===== src/rtl/alu_mul_sequencer.sv =====
`default_nettype none
// ============================================================================
// Module   : alu_mul_sequencer
// Purpose  : Multi-cycle shift-add multiplier controller. Owns no adder; each
//            RUN cycle it drives the shared 32-bit ALU with an ADD and
//            captures the combinational result into the accumulator.
//            Produces the low WIDTH bits of A*B (identical for signed and
//            unsigned operands).
// Ports    : clk          in   rising-edge clock
//            rst_n        in   asynchronous active-low reset
//            start        in   multiply request, accepted only in IDLE
//            multiplicand in   operand A, sampled on the accepting edge
//            multiplier   in   operand B, sampled on the accepting edge
//            busy         out  high in RUN and DONE
//            done         out  one-cycle pulse, product valid
//            product      out  low word of A*B, held until next accept
//            alu_op1      out  to ALU operand 1
//            alu_op2      out  to ALU operand 2
//            alu_op       out  to ALU opcode
//            alu_result   in   from ALU result (same cycle)
// Revision : 1.0  initial release
// ============================================================================
module alu_mul_sequencer #(
   parameter int          WIDTH     = 32,
   parameter logic [3:0]  ALUOP_ADD = 4'b0010
) (
   input  logic             clk,
   input  logic             rst_n,
   input  logic             start,
   input  logic [WIDTH-1:0] multiplicand,
   input  logic [WIDTH-1:0] multiplier,
   output logic             busy,
   output logic             done,
   output logic [WIDTH-1:0] product,
   output logic [WIDTH-1:0] alu_op1,
   output logic [WIDTH-1:0] alu_op2,
   output logic [3:0]       alu_op,
   input  logic [WIDTH-1:0] alu_result
);

   localparam int             CNT_W    = (WIDTH > 1) ? $clog2(WIDTH) : 1;
   localparam logic [CNT_W-1:0] CNT_LAST = CNT_W'(WIDTH - 1);

   typedef enum logic [1:0] {
      S_IDLE = 2'd0,
      S_RUN  = 2'd1,
      S_DONE = 2'd2
   } state_t;

   state_t             state_q, state_d;
   logic [WIDTH-1:0]   acc_q,   acc_d;
   logic [WIDTH-1:0]   m_q,     m_d;
   logic [WIDTH-1:0]   q_q,     q_d;
   logic [CNT_W-1:0]   cnt_q,   cnt_d;
   logic [WIDTH-1:0]   q_shift;

   assign q_shift = q_q >> 1;
   assign product = acc_q;

   always_ff @(posedge clk or negedge rst_n) begin
      if (!rst_n) begin
         state_q <= S_IDLE;
         acc_q   <= '0;
         m_q     <= '0;
         q_q     <= '0;
         cnt_q   <= '0;
      end else begin
         state_q <= state_d;
         acc_q   <= acc_d;
         m_q     <= m_d;
         q_q     <= q_d;
         cnt_q   <= cnt_d;
      end
   end

   always_comb begin
      state_d = state_q;
      acc_d   = acc_q;
      m_d     = m_q;
      q_d     = q_q;
      cnt_d   = cnt_q;
      busy    = 1'b0;
      done    = 1'b0;
      alu_op1 = '0;
      alu_op2 = '0;
      alu_op  = ALUOP_ADD;

      case (state_q)
         S_IDLE: begin
            if (start) begin
               m_d     = multiplicand;
               q_d     = multiplier;
               acc_d   = '0;
               cnt_d   = '0;
               state_d = S_RUN;
            end
         end
         S_RUN: begin
            busy    = 1'b1;
            alu_op1 = acc_q;
            // Add the shifted multiplicand only when the current multiplier LSB is set
            alu_op2 = q_q[0] ? m_q : '0;
            acc_d   = alu_result;
            m_d     = m_q << 1;
            q_d     = q_shift;
            cnt_d   = cnt_q + CNT_W'(1);
            // Stop early once no set multiplier bits remain
            if ((q_shift == '0) || (cnt_q == CNT_LAST)) begin
               state_d = S_DONE;
            end
         end
         S_DONE: begin
            busy    = 1'b1;
            done    = 1'b1;
            state_d = S_IDLE;
         end
         default: begin
            state_d = S_IDLE;
         end
      endcase
   end

endmodule
`default_nettype wire

===== config.mk =====
export PLATFORM = sky130hd
export DESIGN_NAME = alu_mul_sequencer
export DESIGN_NICKNAME = d
export VERILOG_FILES = /design/src/rtl/alu_mul_sequencer.sv
export SDC_FILE = /design/constraint.sdc
export NUM_CORES = 1
export LEC_CHECK = 0
export CORE_MARGIN = 2
export CORE_UTILIZATION = 26
export DETAILED_ROUTE_END_ITERATION = 8
export SYNTH_ARGS = -nofsm -noshare
export SYNTH_HDL_FRONTEND = slang
export SYNTH_SLANG_ARGS = --single-unit

===== constraint.sdc =====
create_clock -name clk -period 3.04 [get_ports clk]
set_input_delay 0.76 -clock clk [delete_from_list [all_inputs] [get_ports clk]]
set_output_delay 0.76 -clock clk [all_outputs]
set_load 0.01 [all_outputs]

==> impl_metrics.tcl, run 1 <==
set metrics [dict create \
    diodes 0 \
    min_period_over_period_pct 95.3 \
    drt_pre_antenna_iters 6 \
    numCtsBuffers 9 \
    routabilityCongestion 0.731 \
    grt_pass1_wl_mm 24.5 \
    drv_cap 0 \
    slew_violations 0 \
    postCtsResizedCells 0 \
    final.setup.tns_ns 0 \
    hpwlAfterDp_mm 10.8 \
    yosysSeqAreaShare_pct 51.4 \
    cpMaxStageDelayCell "clkdlybuf4s50_1" \
    worstHoldPathType "in2async" \
    yosysWarnings 0 \
    clk_latency_ns 0.35 \
    htree_levels 3 \
    fin_ws_ns 0.144 \
    max_stage_delay_ns 0.54 \
    clkTransAtPathRegs_ns 0.07 \
    clock_skew_ns 0.00662 \
    ys_ff_latch 103 \
    grt_pass1_vias 4744 \
    grt_max_degree 56 \
    fin_crit_ns 2.90 \
    syn2layout_area_growth_pct 50.4 \
    worstPathRequired_ns 2.28 \
    cp-end-kind "primary output" \
    wl_per_cell_um 16.9 \
    crit_cells 5 \
    num-nets-final 770 \
    synthSimpleGateAreaFrac_pct 13.5 \
    crit_arrival_ns 2.14 \
    synth_compound_area_share_pct 21.4 \
    irDropWorstVdd_mv 0.411 \
    postCtsHoldBufs 0 \
    crit_chain "inv_1 -> ha_4 -> buf_12 -> and2_1 -> clkdlybuf4s50_1" \
    worstPathMaxFanout 36 \
    drt-total-wl_mm 15.7 \
    dp_slack_ns 0.356 \
    synth_top_area_share_pct 51.4 \
    drive_gt1_share_pct 5.66 \
    p_leak_nw 3.15 \
    synth.area.top_cells "dfrtp_1 (51%), o22ai_1 (7.7%), mux2i_1 (6.6%)" \
    reg2regPathDepth 7 \
    synth_area_per_cell_um2 10.2 \
    cts_tree "done" \
    first_iter_violations 250 \
    die_h_um 143 \
    synth_top_family_by_area "compound AO/OA/AOI/OAI gates" \
    vias 4513 \
    pin_count 201 \
    die_area_mm2 0.0204 \
    cp_top_family "buffers and inverters" \
    async_flop_share_pct 100 \
    synthFlopType "dfrtp_1" \
    worst_slew_pin_slew_ns 0.810 \
    viasPerCell 4.85 \
    grt_usage_pct 15.2 \
    path_class "reg2out" \
    rows 50 \
    cts_buffer_depth 2 \
    total_power_w 0.00764 \
    portBuffers 196 \
    slew_headroom_pct 45.8 \
    synth_xor_area_share_pct 0 \
    synthMuxAreaShare_pct 6.58 \
    fmax_ghz 0.345 \
    clock_sinks 103 \
    core-area_mm2 0.0188 \
    cts_root_buf "clkbuf_16" \
    setup_viol 0 \
    antenna_found_initial 1 \
    synth_edf_count 0 \
    start_util_pct 26.7 \
    status "complete, no violations" \
    post-route-drc-count 0 \
    cp-endpoint "alu_op1[4]" \
    reg2reg_to "product[31]" \
    start_kind "register" \
    rrSetupSlack_ns 0.55 \
    rsz0062_at_grt "false" \
    synth_top_cell_by_area "dfrtp_1" \
    yosys.area_share.adder_pct 1.25 \
    die_w_um 143 \
    crit_start "state_q[1]" \
    power.density_mw_per_mm2 1010 \
    grt-ovfl-total 0 \
    synthesis.area_mm2 0.00502 \
    syn_inst 491 \
    yosysUniqueCellTypes 29 \
    r2r_start "state_q[0]" \
    critPathBufInv 3 \
    antenna_left 0 \
    finalHoldViolations 0 \
]
-- placed cells by master (no fill, tap or decap), drive strengths merged --
| master | netlist | layout |
|---|---|---|
| o211a | 1 | 1 |
| o31a | 1 | 1 |
| nand3 | 1 | 1 |
| clkinvlp | 0 | 1 |
| mux2i | 33 | 33 |
| a211oi | 1 | 1 |
| nor3 | 1 | 1 |
| nor4 | 7 | 7 |
| ha | 5 | 5 |
| o21ai | 36 | 36 |
| buf | 27 | 17 |
| bufinv | 0 | 1 |
| clkdlybuf4s50 | 0 | 195 |
| conb | 2 | 4 |
| inv | 7 | 7 |
| a22o | 36 | 36 |
| nand2b | 1 | 1 |
| a21oi | 33 | 33 |
| clkinv | 0 | 3 |
| nor2 | 4 | 4 |
| clkbuf | 23 | 11 |
| and3 | 36 | 36 |
| nand4 | 2 | 2 |
| nand2 | 36 | 36 |
| dfrtp | 103 | 103 |
| and2 | 33 | 33 |
| o22ai | 62 | 62 |
-- kinds of logic (layout without fill, tap and decap cells) --
family	after synthesis	after routing
adder cells (fa/ha/maj)	5	5
buffers and inverters	57	235
multiplexers	33	33
flip-flops	103	103
AND/OR/NAND/NOR	121	121
AO/OA/AOI/OAI	170	170
other	2	4
-- worst min path at each step --
stage / slack (ns) / from / cells after the start / end
2_1_floorplan: 0.44 / m_q[31] / 2 / m_q[31]
3_3_place_gp: 0.47 / m_q[31] / 2 / m_q[31]
3_5_place_dp: 0.48 / m_q[31] / 2 / m_q[31]
4_1_cts: 0.45 / rst_n / 1 / m_q[5]
5_1_grt: 0.48 / rst_n / 1 / m_q[5]
6_report: 0.43 / rst_n / 1 / m_q[5]
-- worst register-to-register path, stage by stage, from the launching register on --
cell and delay, ns:
dfrtp_1 0.43, inv_1 0.13, ha_1 0.51, buf_4 0.25, nand2b_2 0.19, o21ai_4 0.36
buf_4 0.36, a22o_1 0.17
-- cell type report --
| class | instances | area (µm²) |
|---|---|---|
| clock inverters | 5 | 56.3 |
| repair buffers | 212 | 2120 |
| well taps | 260 | 325 |
| fillers | 1818 | 11300 |
| multi-input cells | 333 | 2180 |
| inverters | 7 | 26.3 |
| flip-flops and latches | 103 | 2580 |
| clock buffers | 11 | 253 |
-- stage by stage --
stage	hold slack, ns	instance area, µm²	instances	utilization [%]
after detailed placement	0.477	7200	913	38.3
final	0.426	7550	931	40.1
after floorplan	0.443	5030	493	-
after global routing	0.483	7550	931	40.1
after CTS	0.450	7530	930	40.0
after global placement	0.467	7200	913	38.3
-- sequential cells by signal, summed over array words and instances, names as in the netlist --
| register | cells |
|---|---|
| q_q | 32 |
| m_q | 32 |
| state_q | 2 |
| cnt_q | 5 |
| product | 32 |
-- per-layer routing --
| metal | up-vias | global-route usage [%] | wire length, µm |
|---|---|---|---|
| met1 | 2172 | 18.6 | 6640 |
| li1 | 2148 | - | - |
| met4 | 2 | 6.36 | 475 |
| met5 | - | 0 | 13 |
| met2 | 165 | 25.8 | 7590 |
| met3 | 26 | 3.49 | 1010 |
-- where the power goes --
part | leakage (nW) | internal [W] | total (W) | switching (W)
Combinational | 1.76 | 0.00196 | 0.00381 | 0.00185
Clock | 0.152 | 0.000683 | 0.00121 | 0.000525
Sequential | 1.24 | 0.00200 | 0.00262 | 0.000617
-- Yosys cell counts, types with 2 or more instances --
library cell  number
conb_1             2
ha_1               5
buf_4             13
nor2_1             4
o21ai_0           35
inv_1              7
nand2_1           36
buf_2             13
and2_1            33
nand4_1            2
nor4_1             5
dfrtp_1          103
a22o_1            36
and3_1            36
clkbuf_1          22
a21oi_1           33
mux2i_1           33
o22ai_1           62
-- repair_timing --
action | in CTS | in global routing
hold endpoints to repair | 0 | 0
setup buffers | 1 | 1
endpoints found under the setup margin | 15 | 28
(Power assumes the default switching activity.)
==> inputs of run 2 (changes only) <==
Settings changed: CORE_MARGIN 2 to default.
==> run 2 against run 1 <==
Net effect:
- critical path depth unchanged
- critical endpoint is now alu_op2[26]
- combinational power is essentially flat
- sequential share of layout area decreased by 0.15 points
- largest cell class unchanged
- cell count increased by 0.21%
- setup slack worse by 0.0064 ns
- clock power about the same
- wire length is 2.2% lower
- final area increased by 0.45%
- sequential cell count is the same
- via count fell by 0.33%
- global-route usage grew 0.28 points
==> impl_metrics.tcl, run 2 (synthesis gave the netlist of run 1 again) <==
set metrics [dict create \
    status "complete, no violations" \
    grt_pass1_vias 4640 \
    final.setup.tns_ns 0 \
    cpMaxStageDelayCell "clkdlybuf4s50_1" \
    rows 50 \
    vias 4498 \
    setup_viol 0 \
    portBuffers 196 \
    min_period_over_period_pct 95.5 \
    clock_sinks 103 \
    worstPathRequired_ns 2.28 \
    cts_root_buf "clkbuf_16" \
    wl_per_cell_um 16.5 \
    post-route-drc-count 0 \
    viasPerCell 4.82 \
    syn2layout_area_growth_pct 51.1 \
    grt_pass1_wl_mm 24.1 \
    cp-end-kind "primary output" \
    hpwlAfterDp_mm 10.6 \
    mostFrequentLayoutCells "clkdlybuf4s50_1 (195), dfrtp_1 (103), o22ai_1 (62)" \
    diodes 0 \
    cp-endpoint "alu_op2[26]" \
    crit_cells 5 \
    pin_count 201 \
    postLayoutCoreUtil_pct 40.3 \
    num-nets-final 772 \
    path_class "reg2out" \
    critPathBufInv 3 \
    max_stage_delay_ns 0.54 \
    die_h_um 141 \
    fillers 1841 \
    rsz0062_at_grt "false" \
    die_area_mm2 0.0199 \
    dp_slack_ns 0.263 \
    grt_max_degree 48 \
    core-area_mm2 0.0188 \
    drive_gt1_share_pct 5.94 \
    reg2reg_to "product[0]" \
    r2r_start "state_q[1]" \
    total_power_w 0.00764 \
    crit_chain "inv_1 -> ha_4 -> buf_6 -> and3_1 -> clkdlybuf4s50_1" \
    postCtsResizedCells 0 \
    worstPathMaxFanout 19 \
    start_kind "register" \
    grt_usage_pct 15.5 \
    slew_headroom_pct 35.1 \
    drt-total-wl_mm 15.4 \
    power.density_mw_per_mm2 1010 \
    fin_ws_ns 0.138 \
    antenna_left 0 \
    cts_tree "done" \
    slew_violations 0 \
    start_util_pct 26.7 \
    crit_arrival_ns 2.14 \
    first_iter_violations 140 \
    drt_pre_antenna_iters 4 \
    finalHoldViolations 0 \
    cts_buffer_depth 2 \
    clkTransAtPathRegs_ns 0.07 \
    worst_slew_pin_slew_ns 0.971 \
    rrSetupSlack_ns 0.55 \
    fmax_ghz 0.345 \
    grt-ovfl-total 0 \
    fin_crit_ns 2.90 \
    routabilityCongestion 0.778 \
    clk_latency_ns 0.34 \
    worstHoldPathType "in2async" \
    crit_start "state_q[1]" \
    htree_levels 3 \
    layout_commonest_cell "clkdlybuf4s50_1" \
    cp_top_family "buffers and inverters" \
    postCtsHoldBufs 0 \
    numCtsBuffers 9 \
    die_w_um 141 \
    drv_cap 0 \
    antenna_found_initial 1 \
    irDropWorstVdd_mv 0.359 \
    reg2regPathDepth 6 \
    clock_skew_ns 0.00728 \
    p_leak_nw 3.17 \
]
[run 2: power breakdown]
part	switching (W)	total [W]	leakage, nW	internal [W]
Combinational	0.00184	0.00381	1.77	0.00197
Sequential	0.000601	0.00261	1.24	0.00200
Clock	0.000519	0.00123	0.159	0.000708
Total	0.00296	0.00764	3.17	0.00469
[run 2: area by class of cell]
type	instances	area (µm²)	share of cell area, %
timing repair buffer	214	2150	28.3
clock buffer	12	267	3.52
sequential	103	2580	34.0
multi-input combinational	333	2180	28.8
clock inverter	4	52.6	0.693
inverter	7	26.3	0.347
tap	260	325	4.29
[run 2: routing by layer]
layer,vias up,share of wire [%],GRT usage [%]
met5,-,0.084,0
met4,2,1.6,5.09
met3,20,6.7,3.70
met2,161,48,26.5
met1,2165,44,19.2
li1,2150,-,-
[run 2: how the worst min path moves through the flow]
| stage | endpoint | from | slack, ns | depth (start not counted) |
|---|---|---|---|---|
| 4_1_cts | m_q[7] | rst_n | 0.44 | 1 |
| 5_1_grt | m_q[7] | rst_n | 0.48 | 1 |
| 6_report | m_q[7] | rst_n | 0.42 | 1 |
| 3_3_place_gp | q_q[10] | q_q[10] | 0.49 | 2 |
| 2_1_floorplan | m_q[31] | m_q[31] | 0.44 | 2 |
| 3_5_place_dp | cnt_q[4] | cnt_q[4] | 0.49 | 1 |
[run 2: what timing repair did]
item,in CTS,in global routing
setup buffers,1,1
setup endpoints to repair,3,29
hold endpoints to repair,0,0
[run 2: through the flow]
stage | hold WS [ns] | std cells | instance area [µm²]
finish | 0.422 | 933 | 7580
floorplan | 0.443 | 493 | 5030
CTS | 0.439 | 932 | 7570
global placement | 0.493 | 915 | 7230
global route | 0.479 | 933 | 7580
detailed placement | 0.491 | 915 | 7230
[run 2: worst reg2reg max path, stage by stage (launching register included)]
cell      delay [ns]
dfrtp_1         0.42
inv_1           0.12
ha_1            0.52
nand2b_2        0.31
and2_1          0.46
buf_4           0.31
a22o_1          0.25
